### src/rtl/deadtime_pkg.sv
// Shared types and constants for the dead-time insertion stage.
// Holds the leg state enum, the default counter width and the gate bit indices.
package deadtime_pkg;

   localparam int DT_W_DEFAULT = 8;

   // Bit positions inside each bridge's 4-bit gate vector.
   localparam int TR0 = 0;
   localparam int TR1 = 1;
   localparam int TR2 = 2;
   localparam int TR3 = 3;

   typedef enum logic [2:0] {
      LEG_OFF    = 3'd0,
      LEG_TOP    = 3'd1,
      LEG_BOT    = 3'd2,
      LEG_DT_TOP = 3'd3,
      LEG_DT_BOT = 3'd4
   } leg_state_t;

endpackage

### src/rtl/deadtime_leg.sv
// One half-bridge leg: state machine plus dead-interval counter.
// Drives a complementary top/bottom pair that never overlaps and never switches without a gap.
module deadtime_leg
   import deadtime_pkg::*;
#(
   parameter int DT_W = DT_W_DEFAULT
) (
   input  logic            clk,
   input  logic            rst,
   input  logic            run,
   input  logic [DT_W-1:0] dt,
   input  logic            cmd,
   output logic            top,
   output logic            bot
);

   leg_state_t      state, nxt_state;
   logic [DT_W-1:0] cnt, nxt_cnt;
   logic            from_off, nxt_from_off;
   logic [DT_W-1:0] dt_eff;

   assign dt_eff = (dt == '0) ? DT_W'(1) : dt;

   always_comb begin
      nxt_state    = state;
      nxt_cnt      = cnt;
      nxt_from_off = from_off;
      if (!run) begin
         nxt_state = LEG_OFF;
         nxt_cnt   = '0;
      end else begin
         case (state)
            LEG_OFF: begin
               nxt_state    = cmd ? LEG_DT_TOP : LEG_DT_BOT;
               nxt_cnt      = dt_eff;
               nxt_from_off = 1'b1;
            end
            LEG_TOP: begin
               if (!cmd) begin
                  nxt_state    = LEG_DT_BOT;
                  nxt_cnt      = dt_eff;
                  nxt_from_off = 1'b0;
               end
            end
            LEG_BOT: begin
               if (cmd) begin
                  nxt_state    = LEG_DT_TOP;
                  nxt_cnt      = dt_eff;
                  nxt_from_off = 1'b0;
               end
            end
            // A reverted command returns straight to the gate we left; from OFF
            // there is no such gate, so the interval restarts the other way.
            LEG_DT_TOP: begin
               if (!cmd) begin
                  if (from_off) begin
                     nxt_state = LEG_DT_BOT;
                     nxt_cnt   = dt_eff;
                  end else begin
                     nxt_state = LEG_BOT;
                     nxt_cnt   = '0;
                  end
               end else if (cnt <= DT_W'(1)) begin
                  nxt_state = LEG_TOP;
                  nxt_cnt   = '0;
               end else begin
                  nxt_cnt = cnt - DT_W'(1);
               end
            end
            LEG_DT_BOT: begin
               if (cmd) begin
                  if (from_off) begin
                     nxt_state = LEG_DT_TOP;
                     nxt_cnt   = dt_eff;
                  end else begin
                     nxt_state = LEG_TOP;
                     nxt_cnt   = '0;
                  end
               end else if (cnt <= DT_W'(1)) begin
                  nxt_state = LEG_BOT;
                  nxt_cnt   = '0;
               end else begin
                  nxt_cnt = cnt - DT_W'(1);
               end
            end
            default: begin
               nxt_state = LEG_OFF;
               nxt_cnt   = '0;
            end
         endcase
      end
   end

   always_ff @(posedge clk) begin
      if (rst) begin
         state    <= LEG_OFF;
         cnt      <= '0;
         from_off <= 1'b0;
         top      <= 1'b0;
         bot      <= 1'b0;
      end else begin
         state    <= nxt_state;
         cnt      <= nxt_cnt;
         from_off <= nxt_from_off;
         top      <= (nxt_state == LEG_TOP);
         bot      <= (nxt_state == LEG_BOT);
      end
   end

endmodule

### src/rtl/deadtime_gen.sv
// Dead-time generator for three H-bridges: fault latch, six leg FSMs, gate mapping.
// Define INPUT_SYNC_EN to pass cmd/trip/clr_fault through a two-flop stage (+2 cycles latency).
module deadtime_gen
   import deadtime_pkg::*;
#(
   parameter int DT_W = DT_W_DEFAULT
) (
   input  logic            clk,
   input  logic            rst,
   input  logic            en,
   input  logic [DT_W-1:0] dt,
   input  logic [1:0]      cmd1,
   input  logic [1:0]      cmd2,
   input  logic [1:0]      cmd3,
   input  logic            trip,
   input  logic            clr_fault,
   output logic [3:0]      gate1,
   output logic [3:0]      gate2,
   output logic [3:0]      gate3,
   output logic            fault
);

   logic [5:0]  cmd_i;
   logic        trip_i;
   logic        clr_i;
   logic        fault_nxt;
   logic        run;
   logic [11:0] gate_all;

`ifdef INPUT_SYNC_EN
   logic [5:0] cmd_s1, cmd_s2;
   logic [1:0] ctl_s1, ctl_s2;

   always_ff @(posedge clk) begin
      if (rst) begin
         cmd_s1 <= '0;
         cmd_s2 <= '0;
         ctl_s1 <= '0;
         ctl_s2 <= '0;
      end else begin
         cmd_s1 <= {cmd3, cmd2, cmd1};
         cmd_s2 <= cmd_s1;
         ctl_s1 <= {clr_fault, trip};
         ctl_s2 <= ctl_s1;
      end
   end

   assign cmd_i  = cmd_s2;
   assign trip_i = ctl_s2[0];
   assign clr_i  = ctl_s2[1];
`else
   assign cmd_i  = {cmd3, cmd2, cmd1};
   assign trip_i = trip;
   assign clr_i  = clr_fault;
`endif

   // Legs look at the next fault value so a trip kills the gates on the same edge that latches it.
   assign fault_nxt = trip_i | (fault & ~clr_i);
   assign run       = en & ~fault_nxt;

   always_ff @(posedge clk) begin
      if (rst) begin
         fault <= 1'b0;
      end else begin
         fault <= fault_nxt;
      end
   end

   for (genvar b = 0; b < 3; b++) begin : g_bridge
      for (genvar l = 0; l < 2; l++) begin : g_leg
         deadtime_leg #(.DT_W(DT_W)) u_leg (
            .clk (clk),
            .rst (rst),
            .run (run),
            .dt  (dt),
            .cmd (cmd_i[2*b + l]),
            .top (gate_all[4*b + 2*l + TR0]),
            .bot (gate_all[4*b + 2*l + TR1])
         );
      end
   end

   assign gate1 = gate_all[TR3:TR0];
   assign gate2 = gate_all[4+TR3:4+TR0];
   assign gate3 = gate_all[8+TR3:8+TR0];

endmodule

### config.mk
export PLATFORM = sky130hd
export DESIGN_NAME = deadtime_gen
export DESIGN_NICKNAME = d
export VERILOG_FILES = /design/src/rtl/deadtime_pkg.sv /design/src/rtl/deadtime_leg.sv /design/src/rtl/deadtime_gen.sv
export SDC_FILE = /design/constraint.sdc
export NUM_CORES = 1
export LEC_CHECK = 0
export ABC_AREA = 1
export BUFFER_PORTS_ARGS = -buffer_cell sky130_fd_sc_hd__buf_2
export CAP_MARGIN = 40
export CORE_MARGIN = 4
export CORE_UTILIZATION = 59
export DETAILED_ROUTE_END_ITERATION = 7
export GPL_TIMING_DRIVEN = 0
export PLACE_DENSITY = 0.78
export SLEW_MARGIN = 15
export SYNTH_ARGS = -nofsm -noshare
export SYNTH_HDL_FRONTEND = slang
export SYNTH_SLANG_ARGS = --single-unit
### constraint.sdc
create_clock -name clk -period 1.68 [get_ports clk]
set_input_delay 0.42 -clock clk [delete_from_list [all_inputs] [get_ports clk]]
set_output_delay 0.42 -clock clk [all_outputs]
set_load 0.01 [all_outputs]
* Word level (Yosys, flattened, before mapping)
Cells that the tools add are included.
** Cells by class
- Add/subtract/negate cells :: 6
- $lt $le $gt $ge :: 6
- Eq/ne operators :: 48
- Muxes and demuxes :: 127
- Bitwise operators :: 6
- Reductions and logical operators :: 26
** Operators by type and width (number)
- 2-to-1 mux 8 bit :: 37
- case mux 8 bit (5 select lines) :: 6
- 2-to-1 mux 3 bit :: 54
- case mux 3 bit (5 select lines) :: 6
- == test 3 x 2 -> 1 bit, second input constant :: 18
- <= comparator 8 x 1 -> 1 bit, second input constant :: 6
- subtractor 8 x 1 -> 8 bit, second input constant :: 6
- == test 3 x 1 -> 1 bit, second input constant :: 12
- != test 2 bit, second input constant :: 12
- AND reduction 4 bit :: 6
- == test 3 bit, second input constant :: 6
- zero test 3 bit :: 6
- case mux 1 bit (3 select lines) :: 6
- nonzero test 3 bit :: 6
- 2-to-1 mux 1 bit :: 12
- 2-to-1 mux 2 bit :: 6
- AND reduction 2 bit :: 6
- zero test 8 bit :: 1
- NOT 1 bit :: 3
- bitwise AND 1 bit :: 2
- OR reduction 2 bit :: 1
- bitwise OR 1 bit :: 1
** Word-level totals
- Register bits after elaboration :: 85
- Word-level logic and storage cells :: 250

* Longest topological paths before layout
- Word-level depth :: 7
- Depth in mapped cells :: 12
- Gate-level depth less buffers :: 12

* By module
From an unflattened synthesis, not the netlist that was laid out.
** Unflattened totals
- Cells, all modules :: 968
- Area total of the unflattened synthesis :: 5690.5 um^2
** By module, submodules not included
- deadtime_leg :: instances 6, cells each 160, area an instance 939.7 um^2, sequential area each 280.3 um^2
- deadtime_gen :: instances 1, cells each 8, area an instance 52.6 um^2, sequential area each 20.0 um^2

* Least setup slack after synthesis
Ideal clock, no wire load.
- Path kind :: reg-to-reg
- From :: register g_bridge[1].g_leg[0].u_leg.cnt[0]
- To :: register g_bridge[1].g_leg[0].u_leg.cnt[5]
- Library setup time :: 70 ps
- Data arrival time :: 1460 ps
- Setup slack :: 150 ps
- Cell stages (with the launch flop) :: 9
- Clock period less this slack :: 1530 ps
- Cell sequence :: dfxtp_1 inv_1 ha_1 or2_2 nand4_1 nand2_2 o21ai_1 nand2_1 a21oi_1
** Between the ends
- Cells in the longest elaborated chain, start to end :: 4
** Ends and longest elaborated chain
- start: declaration :: line deadtime_leg.sv:18 : logic [DT_W-1:0] cnt, nxt_cnt;
- start signal: assignment :: line deadtime_leg.sv:103 : cnt <= nxt_cnt;
- subtractor 8 x 1 -> 8 bit or <= comparator 8 x 1 -> 1 bit (tied branches)
- 2-to-1 mux 8 bit * :: line deadtime_leg.sv:63, deadtime_leg.sv:79
- 2-to-1 mux 8 bit (on tied branches) :: line deadtime_leg.sv:71, deadtime_leg.sv:55
- case mux 8 bit (5 select lines) * :: line deadtime_leg.sv:32 : case (state)
Mark *: on every way between the ends. The rest lies on a longest branch, timed or not.
A chain may end at the register's enable or synchronous reset.

* Worst setup path after layout
- From :: register g_bridge[1].g_leg[0].u_leg.cnt[1]
- To :: register g_bridge[1].g_leg[0].u_leg.bot
** Between the ends
- Cells in the longest elaborated chain, start to end :: 6
** Ends and longest elaborated chain
- <= comparator 8 x 1 -> 1 bit * :: line deadtime_leg.sv:63, deadtime_leg.sv:79
- 2-to-1 mux 3 bit (on tied branches) :: line deadtime_leg.sv:79, deadtime_leg.sv:63
- 2-to-1 mux 3 bit (on tied branches) :: line deadtime_leg.sv:71, deadtime_leg.sv:55
- case mux 3 bit (5 select lines) * :: line deadtime_leg.sv:32
- 2-to-1 mux 3 bit * :: line deadtime_leg.sv:28 : if (!run) begin
- == test 3 x 2 -> 1 bit * :: line deadtime_leg.sv:106 : bot <= (nxt_state == LEG_BOT);
- end signal: assignment :: line deadtime_leg.sv:106
- end: declaration :: line deadtime_leg.sv:14 : output logic bot
Marked as above.

==> metrics <==
status finished clean; Tcrit/Tclk final 0.943; 1st-pass router iterations 8; total gr overflow 0; Final ANT Viol Nets 0; YS warnings 0; Clock Tree Buf Depth 2; drt drc 0; HPWL after DPL 9830 microns; Min-Delay Path Class in2reg; Reg2Reg Depth 10; PwrDens 737 nW/um^2; Yosys reg bits 85; vias in the first global route ~5,400; measured slew at the worst slew-check pin 0.577 ns; DR iter-0 viols 327; crit path time final 1.58 ns; Nets 958; Via Count 5,721; kind of critical path reg2reg; Yosys cell types 40; CP startpoint kind flip-flop; IO Pins 32; diodes inserted 0; Via density ~5.5; r2r setup slk 0.1 ns; final wirelength 14,000 microns; Reg clk slew, reported paths 0.09 ns; f_max 631 MHz; Pleak ~3.0 nW; initial antenna violation count 0; Placeable Area 8890 sq um; synthesized area per cell 6.23 sq um; worst hold stages 2; Slew Limit Fails 0; commonest cells after routing, fill and taps aside nand2_1 (305), inv_1 (88), nor2_1 (80); RSZ-0062 raised after global routing yes; Post-Syn Instances 881; Worst-Skew Late Latency 0.36 ns; CP arrival between 1.5 and 2 ns; Total Power 0.00450 W; TritonCTS Sinks 85; share of the yosys chip area belonging to registers 0.310; # hold bufs at CTS 0; Synth Net Count 912; pin count of the biggest net entering global routing 14; area delta synth->final 11.4%; I/O Buffers 30; share of layout cells above drive strength 1 0.152; Max IR drop VDD 0.449 mV; max-cap violations 0; final setup margin about 0.095 ns; WL/cell 13.4 microns; hold path endpoint g_bridge[0].g_leg[1].u_leg.state[0]$_SDFF_PP0_; Syn Std Cell Area 5490 sq um; CTS root buffer clkbuf_8; worst r2r src g_bridge[1].g_leg[0].u_leg.cnt[1]$_SDFFE_PP0P_; Die Y 104 microns; DP Area between 5000 and 6000 sq um; RD Place Congestion 0.941; num rows 34; CP endpoint kind flip-flop; Slew headroom 0.615; beginning of the worst hold path rst; critical path fanouts, max 4; final instance area between 6000 and 7000 sq um; Initial Utilization 0.617; dpl ws -0.137 ns; Die W 104 microns; Reg-to-Reg End g_bridge[1].g_leg[0].u_leg.bot$_SDFF_PP0_; critical path required time 1.93 ns; die area around 11,000 sq um; CTS tree built; Final Hold Viols 0; All-Layer GR Usage 0.256; final setup fails 0; most common cell after layout, fill and taps aside nand2_1; CTS H-tree lvls 3; CTS buffer count 9; global-route wire length before repair 23,400 microns; Clock Skew 0.0112 ns
-- area by class of cell --
cell class	instances	area, sq um
Buffer	23	174
Clock buffer	12	135
Clock inverter	4	72.6
Fill cell	753	2780
Inverter	103	389
Multi-Input combinational cell	670	3300
Sequential cell	85	1720
Tap cell	108	135
Timing Repair Buffer	35	191
-- state kept, by name (all words and copies together) (netlist names) --
register and cells:
g_bridge.g_leg.u_leg.bot 6, g_bridge.g_leg.u_leg.from_off 6, g_bridge.g_leg.u_leg.top 6, g_bridge.g_leg.u_leg.cnt 48
g_bridge.g_leg.u_leg.state 18, fault 1
-- routing by layer --
layer  global-route usage  wire length [microns]  up-vias
li1                     -                      -     2897
met1                0.288                   5530     2604
met2                0.466                   7220      190
met3               0.0596                    913       30
met4               0.0950                    300        0
met5                    0                      0        -
-- Yosys cell counts, drive strengths merged --
master	instances	area, sq um
nand2	318	1230
inv	103	387
nor2	91	367
dfxtp	85	1700
nand3	71	385
a21oi	67	373
o21ai	48	252
buf	18	125
nand4	15	93.8
xor2	14	123
ha	12	150
nor3	7	45.0
clkbuf	5	48.8
o21bai	4	30.0
o31ai	4	30.0
a21boi	3	22.5
xnor2	3	26.3
a31oi	2	12.5
o211ai	2	15.0
o21a	2	15.0
o22a	2	17.5
o22ai	2	12.5
or2	2	12.5
a211oi	1	7.51
-- stage by stage --
step / TNS (ns) / cells / hold slack [ns] / utilization
after floorplan: 0 / 881 / 0.443 / -
after global placement: -0.857 / 1019 / 0.453 / 0.649
after detailed placement: -1.34 / 1019 / 0.458 / 0.649
after CTS: 0 / 1038 / 0.246 / 0.675
after global routing: -0.160 / 1040 / 0.251 / 0.687
final: 0 / 1040 / 0.258 / 0.687
-- timing repair --
action                     CTS  global route
setup endpoints to repair   11            62
resized for setup            2            36
buffers inserted             3             2
pin swaps                    0             3
-- worst max-delay path, cell delays in order, from the launching register on --
cell and delay, ns:
dfxtp_4 0.37, inv_4 0.05, ha_4 0.16, or2_4 0.24
nand4_1 0.12, buf_4 0.17, nand2_2 0.04, o21ai_1 0.07
nand3_1 0.12, nand3_2 0.09, nor2_2 0.05
-- report_power, final --
group,switching [W],internal [W]
clock network,0.000733,0.000838
logic,0.000527,0.000277
registers,0.0000589,0.00207
total,0.00132,0.00319
-- cell families (layout without fill, tap and decap cells) --
| kind of cell | after synthesis | after routing | share of synthesized area |
|---|---|---|---|
| compound gates | 137 | 137 | 0.143 |
| xor+xnor | 17 | 17 | 0.0271 |
| fa+ha+maj | 12 | 12 | 0.0274 |
| buf+inv | 126 | 177 | 0.102 |
| flops | 85 | 85 | 0.310 |
| simple gates | 504 | 504 | 0.390 |
-- how the worst max path moves through the flow --
stage                                              startpoint                                             end  slack (ns)
2_1_floorplan  g_bridge[1].g_leg[0].u_leg.cnt[0]$_SDFFE_PP0P_  g_bridge[1].g_leg[0].u_leg.cnt[5]$_SDFFE_PP0P_        0.15
3_3_place_gp   g_bridge[1].g_leg[0].u_leg.cnt[0]$_SDFFE_PP0P_  g_bridge[1].g_leg[0].u_leg.cnt[5]$_SDFFE_PP0P_        -0.1
3_5_place_dp   g_bridge[1].g_leg[0].u_leg.cnt[0]$_SDFFE_PP0P_  g_bridge[1].g_leg[0].u_leg.cnt[7]$_SDFFE_PP0P_       -0.14
4_1_cts        g_bridge[1].g_leg[0].u_leg.cnt[1]$_SDFFE_PP0P_       g_bridge[1].g_leg[0].u_leg.bot$_SDFF_PP0_       0.003
5_1_grt        g_bridge[1].g_leg[0].u_leg.cnt[1]$_SDFFE_PP0P_  g_bridge[1].g_leg[0].u_leg.cnt[1]$_SDFFE_PP0P_       -0.05
6_report       g_bridge[1].g_leg[0].u_leg.cnt[1]$_SDFFE_PP0P_       g_bridge[1].g_leg[0].u_leg.bot$_SDFF_PP0_         0.1
No activity file was read; power rests on OpenSTA's default activity.
